## src/rtl/rx_link_monitor_pkg.sv

```systemverilog
// rx_link_monitor_pkg: state encoding and 125 MHz-derived timing defaults for the receive link monitor.
package rx_link_monitor_pkg;
  typedef enum logic [2:0] {DOWN, STABILIZE, WAIT_LOCK, RESYNC, UP} state_t;
  localparam int unsigned STABILIZE_330US = 41250;
  localparam int unsigned STABILIZE_5US = 625;
endpackage

```

## src/rtl/rx_link_monitor_sat_counter8.sv

```systemverilog
// sat_counter8: 8-bit event counter that sticks at 255 instead of wrapping.
module sat_counter8 (
  input  logic       clk,
  input  logic       rst_n,
  input  logic       inc,
  output logic [7:0] count
);
  always_ff @(posedge clk or negedge rst_n)
    if (!rst_n) count <= 8'd0;
    else if (inc && count != 8'hff) count <= count + 8'd1;
endmodule

```

## src/rtl/rx_link_monitor.sv

```systemverilog
// rx_link_monitor: qualifies PMD signal detect, sequences descrambler enable/resync and reports link status.
module rx_link_monitor
  import rx_link_monitor_pkg::*;
#(
  parameter int unsigned STABILIZE_CYCLES = STABILIZE_330US,
  parameter int unsigned TEST_STABILIZE_CYCLES = STABILIZE_5US,
  parameter int unsigned LOCK_TIMEOUT = 65535,
  parameter int unsigned RESYNC_CYCLES = 4
) (
  input  logic       clk,
  input  logic       rst_n,
  input  logic       signal_status,
  input  logic       test_mode,
  input  logic       locked,
  output logic       descramble_enable,
  output logic       link_status,
  output logic [7:0] lock_loss_count,
  output logic [7:0] resync_count
);
  localparam logic [15:0] STAB_LOAD = 16'(STABILIZE_CYCLES - 1);
  localparam logic [15:0] TEST_LOAD = 16'(TEST_STABILIZE_CYCLES - 1);
  localparam logic [15:0] LOCK_LOAD = 16'(LOCK_TIMEOUT - 1);
  localparam logic [15:0] RESYNC_LOAD = 16'(RESYNC_CYCLES - 1);
  state_t state, nxt;
  logic [15:0] timer, timer_nxt;
  logic tz, inc_loss, inc_resync;
  assign tz = timer == 16'd0;
  assign inc_loss = state == UP && signal_status && !locked;
  assign inc_resync = state == WAIT_LOCK && signal_status && !locked && tz;
  always_comb begin
    nxt = state;
    timer_nxt = timer;
    case (state)
      DOWN: if (signal_status) begin
        nxt = STABILIZE;
        timer_nxt = test_mode ? TEST_LOAD : STAB_LOAD;
      end
      STABILIZE: begin
        nxt = tz ? WAIT_LOCK : STABILIZE;
        timer_nxt = tz ? LOCK_LOAD : timer - 16'd1;
      end
      WAIT_LOCK: begin
        nxt = locked ? UP : tz ? RESYNC : WAIT_LOCK;
        timer_nxt = tz ? RESYNC_LOAD : timer - 16'd1;
      end
      RESYNC: begin
        nxt = tz ? WAIT_LOCK : RESYNC;
        timer_nxt = tz ? LOCK_LOAD : timer - 16'd1;
      end
      UP: if (!locked) begin
        nxt = WAIT_LOCK;
        timer_nxt = LOCK_LOAD;
      end
      default: nxt = DOWN;
    endcase
    // loss of signal wins over every other condition
    if (!signal_status) nxt = DOWN;
  end
  always_ff @(posedge clk or negedge rst_n)
    if (!rst_n) begin
      state <= DOWN;
      timer <= 16'd0;
      descramble_enable <= 1'b0;
      link_status <= 1'b0;
    end else begin
      state <= nxt;
      timer <= timer_nxt;
      descramble_enable <= nxt == WAIT_LOCK || nxt == UP;
      link_status <= nxt == UP;
    end
  sat_counter8 u_loss (.clk(clk), .rst_n(rst_n), .inc(inc_loss), .count(lock_loss_count));
  sat_counter8 u_resync (.clk(clk), .rst_n(rst_n), .inc(inc_resync), .count(resync_count));
endmodule

```

## config.mk

```make
export PLATFORM = sky130hd
export DESIGN_NAME = rx_link_monitor
export DESIGN_NICKNAME = d
export VERILOG_FILES = /design/src/rtl/rx_link_monitor_pkg.sv /design/src/rtl/rx_link_monitor_sat_counter8.sv /design/src/rtl/rx_link_monitor.sv
export SDC_FILE = /design/constraint.sdc
export NUM_CORES = 1
export LEC_CHECK = 0
export BUFFER_PORTS_ARGS = -buffer_cell sky130_fd_sc_hd__buf_2
export CAP_MARGIN = 25
export CORE_MARGIN = 2
export CORE_UTILIZATION = 41
export DETAILED_ROUTE_END_ITERATION = 8
export HOLD_SLACK_MARGIN = 0.1
export PLACE_DENSITY = 0.64
export SLEW_MARGIN = 20
export SYNTH_ARGS = -nofsm -noshare
export SYNTH_HDL_FRONTEND = slang
export SYNTH_SLANG_ARGS = --single-unit
```

## constraint.sdc

```tcl
create_clock -name clk -period 5.8 [get_ports clk]
set_input_delay 0.87 -clock clk [delete_from_list [all_inputs] [get_ports clk]]
set_output_delay 0.87 -clock clk [all_outputs]
set_load 0.005 [all_outputs]
```

==> flow_summary_export.csv <==
group,metric,value,unit
pwr,power_switching_share,28.1,%
synth,syn_avg_cell_area,9.63,µm²
grt,use_met1,23.5,%
synth,cell_area_after_technology_mapping,0.00213,mm²
timing,final-max-slew-violation-count,0,
cts,cts-buffers-inserted,5,
cts,clkLatencyLatePin,290,ps
final_layout,mostFrequentLayoutCell,"dfrtp_1",
timing,setup_violations,0,
floorplanning,die_width,76.1,µm
pwr,sequential_power_share,48.5,%
cts,maximum_clock_insertion_buffer_count,2,
placed_design,routabilityCongestion,0.851,
grt,grt_use_met3,4.50,%
grt,use_met2,25.0,%
floorplanning,die-area,0.00578,mm²
pwr,internal_power,0.000455,W
timing,final.setup_skew,4.95,ps
setup_path,worst-setup-path-type,"in -> reg",
grt,globalRoute.busiestLayer,"met2",
placed_design,numPortBuffers,22,
pwr,pwr_density_cell,263,mW/mm²
timing,rsz0062_at_grt,"no",
cts,number_of_sinks_driven_by_the_clock_tree,37,
setup_path,crit_required,5980,ps
floorplanning,initial_utilization,42.2,%
route,remaining_drc_errors,0,
synth,yosysUniqueCellTypes,54,
timing,final_period_minus_worst_setup_slack,2400,ps
synth,yosysSeqAreaShare,43.5,%
synth,postSynthCellCount,221,
final_layout,regArea,926,µm²
route,drt-pass1-iter-count,4,
final_layout,final_core_utilization,47.7,%
setup_path,worstPathArrival,2580,ps
grt,via_count_of_the_first_global_routing_pass,1594,
worst_hold_path,holdCritPathClass,"reg -> reg",
synth,flop_and_latch_count_out_of_synthesis,37,
grt,number_of_antenna_violations_at_the_first_check_in_global_routing,0,
pwr,worst_case_vdd_ir_drop,127,µV
route,drt_first_iter_violations,63,
synth,ys_dominant_reg_cell,"dfrtp_1",
setup_path,critical_path_launch_point_type,"input port",
cts,buffer_count_from_post_cts_setup_fixing,0,
route,drt_wl_total,4560,µm
grt,first_pass_grt_wire_length,7890,µm
timing,worst_slew_margin_rel,39.4,%
final_layout,post_route_cells_drive_above_1_share,17.3,%
timing,tightestPinTransition,910,ps
final_layout,postLayoutCellArea,0.00240,mm²
run,drv_cap,0,
timing,finalHoldViolations,0,
cts,ctsHoldBuffers,0,
cts,tritoncts,"yes",
cts,post_cts_resized,0,
floorplanning,core_outline_area,0.00504,mm²
setup_path,worst-path-max-fanout,12,
pwr,share_clk_of_total_power,37.3,%
pwr,p_total,0.000633,W
synth,synth.net_count,229,
pwr,cellLeakagePower,1.05,nW
floorplanning,dieHeight,76.1,µm
cts,cell_at_the_root_of_the_clock_tree,"clkbuf_8",
timing,fin_worst_hold_slack,487,ps
grt,all_layer_gr_usage,16.8,%
grt,grt_start_max_net_pins,38,
timing,finalSetupTns,0,ps
pwr,pwr-share-comb,14.2,%
final_layout,areaGrowthSynthToFinish,13.0,%
synth,async_flop_share,100,%
final_layout,finish.net_count,250,
timing,achievable-frequency,416,MHz
floorplanning,io_pins,23,
floorplanning,floorplan.rows,26,
final_layout,total_inserted_antenna_cells,0,
placed_design,area_of_placed_instances,0.00228,mm²
final_layout,multiInputGateArea,0.00113,mm²
cts,htree_num_levels,2,
synth,synth_enable_flop_cells,0,
run_status,status,"completed",
final_layout,highest_count_cells_in_the_layout_ignoring_fill_and_taps,"37 x dfrtp_1, 22 x buf_2, 14 x nor2_1, 14 x nand3_1",
final_layout,n_fill_cell,490,
cts,clock_transition_time_at_the_flip_flop_clock_pins_of_the_worst_setup_and_hold_paths,80,ps
setup_path,worst_setup_path_end_kind,"flop",
route,post_detailed_route_count_of_antenna_violating_nets,0,
route,detail_route.wl_per_cell,14.6,µm
synth,yosys_warnings,0,
route,drt-vias-per-instance,5.57,
route,vias,1744,
pwr,p_switching,0.000178,W
grt,globalRouteOverflowTotal,0,
placed_design,place_hpwl,3210,µm
timing,final_min_period_over_clock_period,41.4,%
==> power groups by stage <==
stage	logic (W)	registers, W	clock network [W]
2_1_floorplan	0.0000685	0.000303	0
3_5_place_dp	0.0000891	0.000311	0
4_1_cts	0.0000896	0.000306	0.000243
6_report	0.0000897	0.000307	0.000236
3_3_place_gp	0.0000881	0.000312	0
5_1_grt	0.000101	0.000311	0.000257
==> worst max-delay path, cell delays in order <==
cell     delay, ps
buf_2          150
or3_1          360
a21oi_1        750
nor3_1         150
a211o_1        300
==> cells in the mapped netlist (4+ instances only) <==
| cell type | count | share of area, % |
|---|---|---|
| dfrtp_1 | 37 | 44 |
| nand3_1 | 14 | 3.3 |
| nor2_1 | 14 | 2.5 |
| o21ai_0 | 13 | 3.1 |
| xnor2_1 | 13 | 5.3 |
| a21oi_1 | 12 | 2.8 |
| nand2_1 | 12 | 2.1 |
| nor3_1 | 9 | 2.1 |
| inv_1 | 8 | 1.4 |
| nand4_1 | 5 | 1.5 |
| or3_1 | 5 | 1.5 |
| and3_1 | 4 | 1.2 |
| clkbuf_1 | 4 | 0.71 |
| o211ai_1 | 4 | 1.4 |
| xor2_1 | 4 | 1.6 |
==> sequential cells by signal (all words and copies together), names as in the netlist <==
name and cells:
descramble_enable 1, link_status 1, state 3, timer 16, u_loss.count 8, u_resync.count 8
==> metrics by stage <==
| stage | setup WS, ps | std cells |
|---|---|---|
| 6_report | 3400 | 313 |
| 5_1_grt | 3280 | 313 |
| 4_1_cts | 3390 | 313 |
| 3_5_place_dp | 3080 | 305 |
| 3_3_place_gp | 3100 | 305 |
| 2_1_floorplan | 3680 | 221 |
==> layout make-up <==
| cell class | instances | share of cell area [%] |
|---|---|---|
| clock buffer | 6 | 3.43 |
| clock inverter | 2 | 1.56 |
| inverter | 8 | 1.25 |
| multi-input combinational | 168 | 47.0 |
| sequential | 37 | 38.5 |
| tap | 70 | 3.64 |
| timing repair buffer | 22 | 4.58 |
==> kinds of logic after synthesis <==
kind of cell / Yosys count / share of synthesized area [%]
xor+xnor: 17 / 7.00
mux: 2 / 1.23
compound gates: 56 / 17.5
flops: 37 / 43.5
simple gates: 90 / 25.7
buf+inv: 16 / 3.35
fa+ha+maj: 3 / 1.76
==> metal layers <==
metal | part of all wire [%] | routed length [µm] | vias to the layer above
li1 | - | - | 862
met1 | 49 | 2210 | 819
met2 | 44 | 2010 | 54
met3 | 5.4 | 246 | 9
met4 | 1.8 | 84 | 0
met5 | 0 | 0 | -
==> worst paths after layout <==
| check | from | depth (start not counted) | slack, ps | endpoint |
|---|---|---|---|---|
| min reg2reg | u_resync.count[5] | 1 | 490 | u_resync.count[5] |
| min in group asynchronous | rst_n | 1 | 670 | timer[11] |
| max in group asynchronous | rst_n | 1 | 4600 | timer[3] |
| min | u_resync.count[5] | 1 | 490 | u_resync.count[5] |
| max | signal_status | 5 | 3400 | timer[9] |
| max reg2reg | state[0] | 4 | 3450 | timer[9] |
No activity file was read; power rests on OpenSTA's default activity.
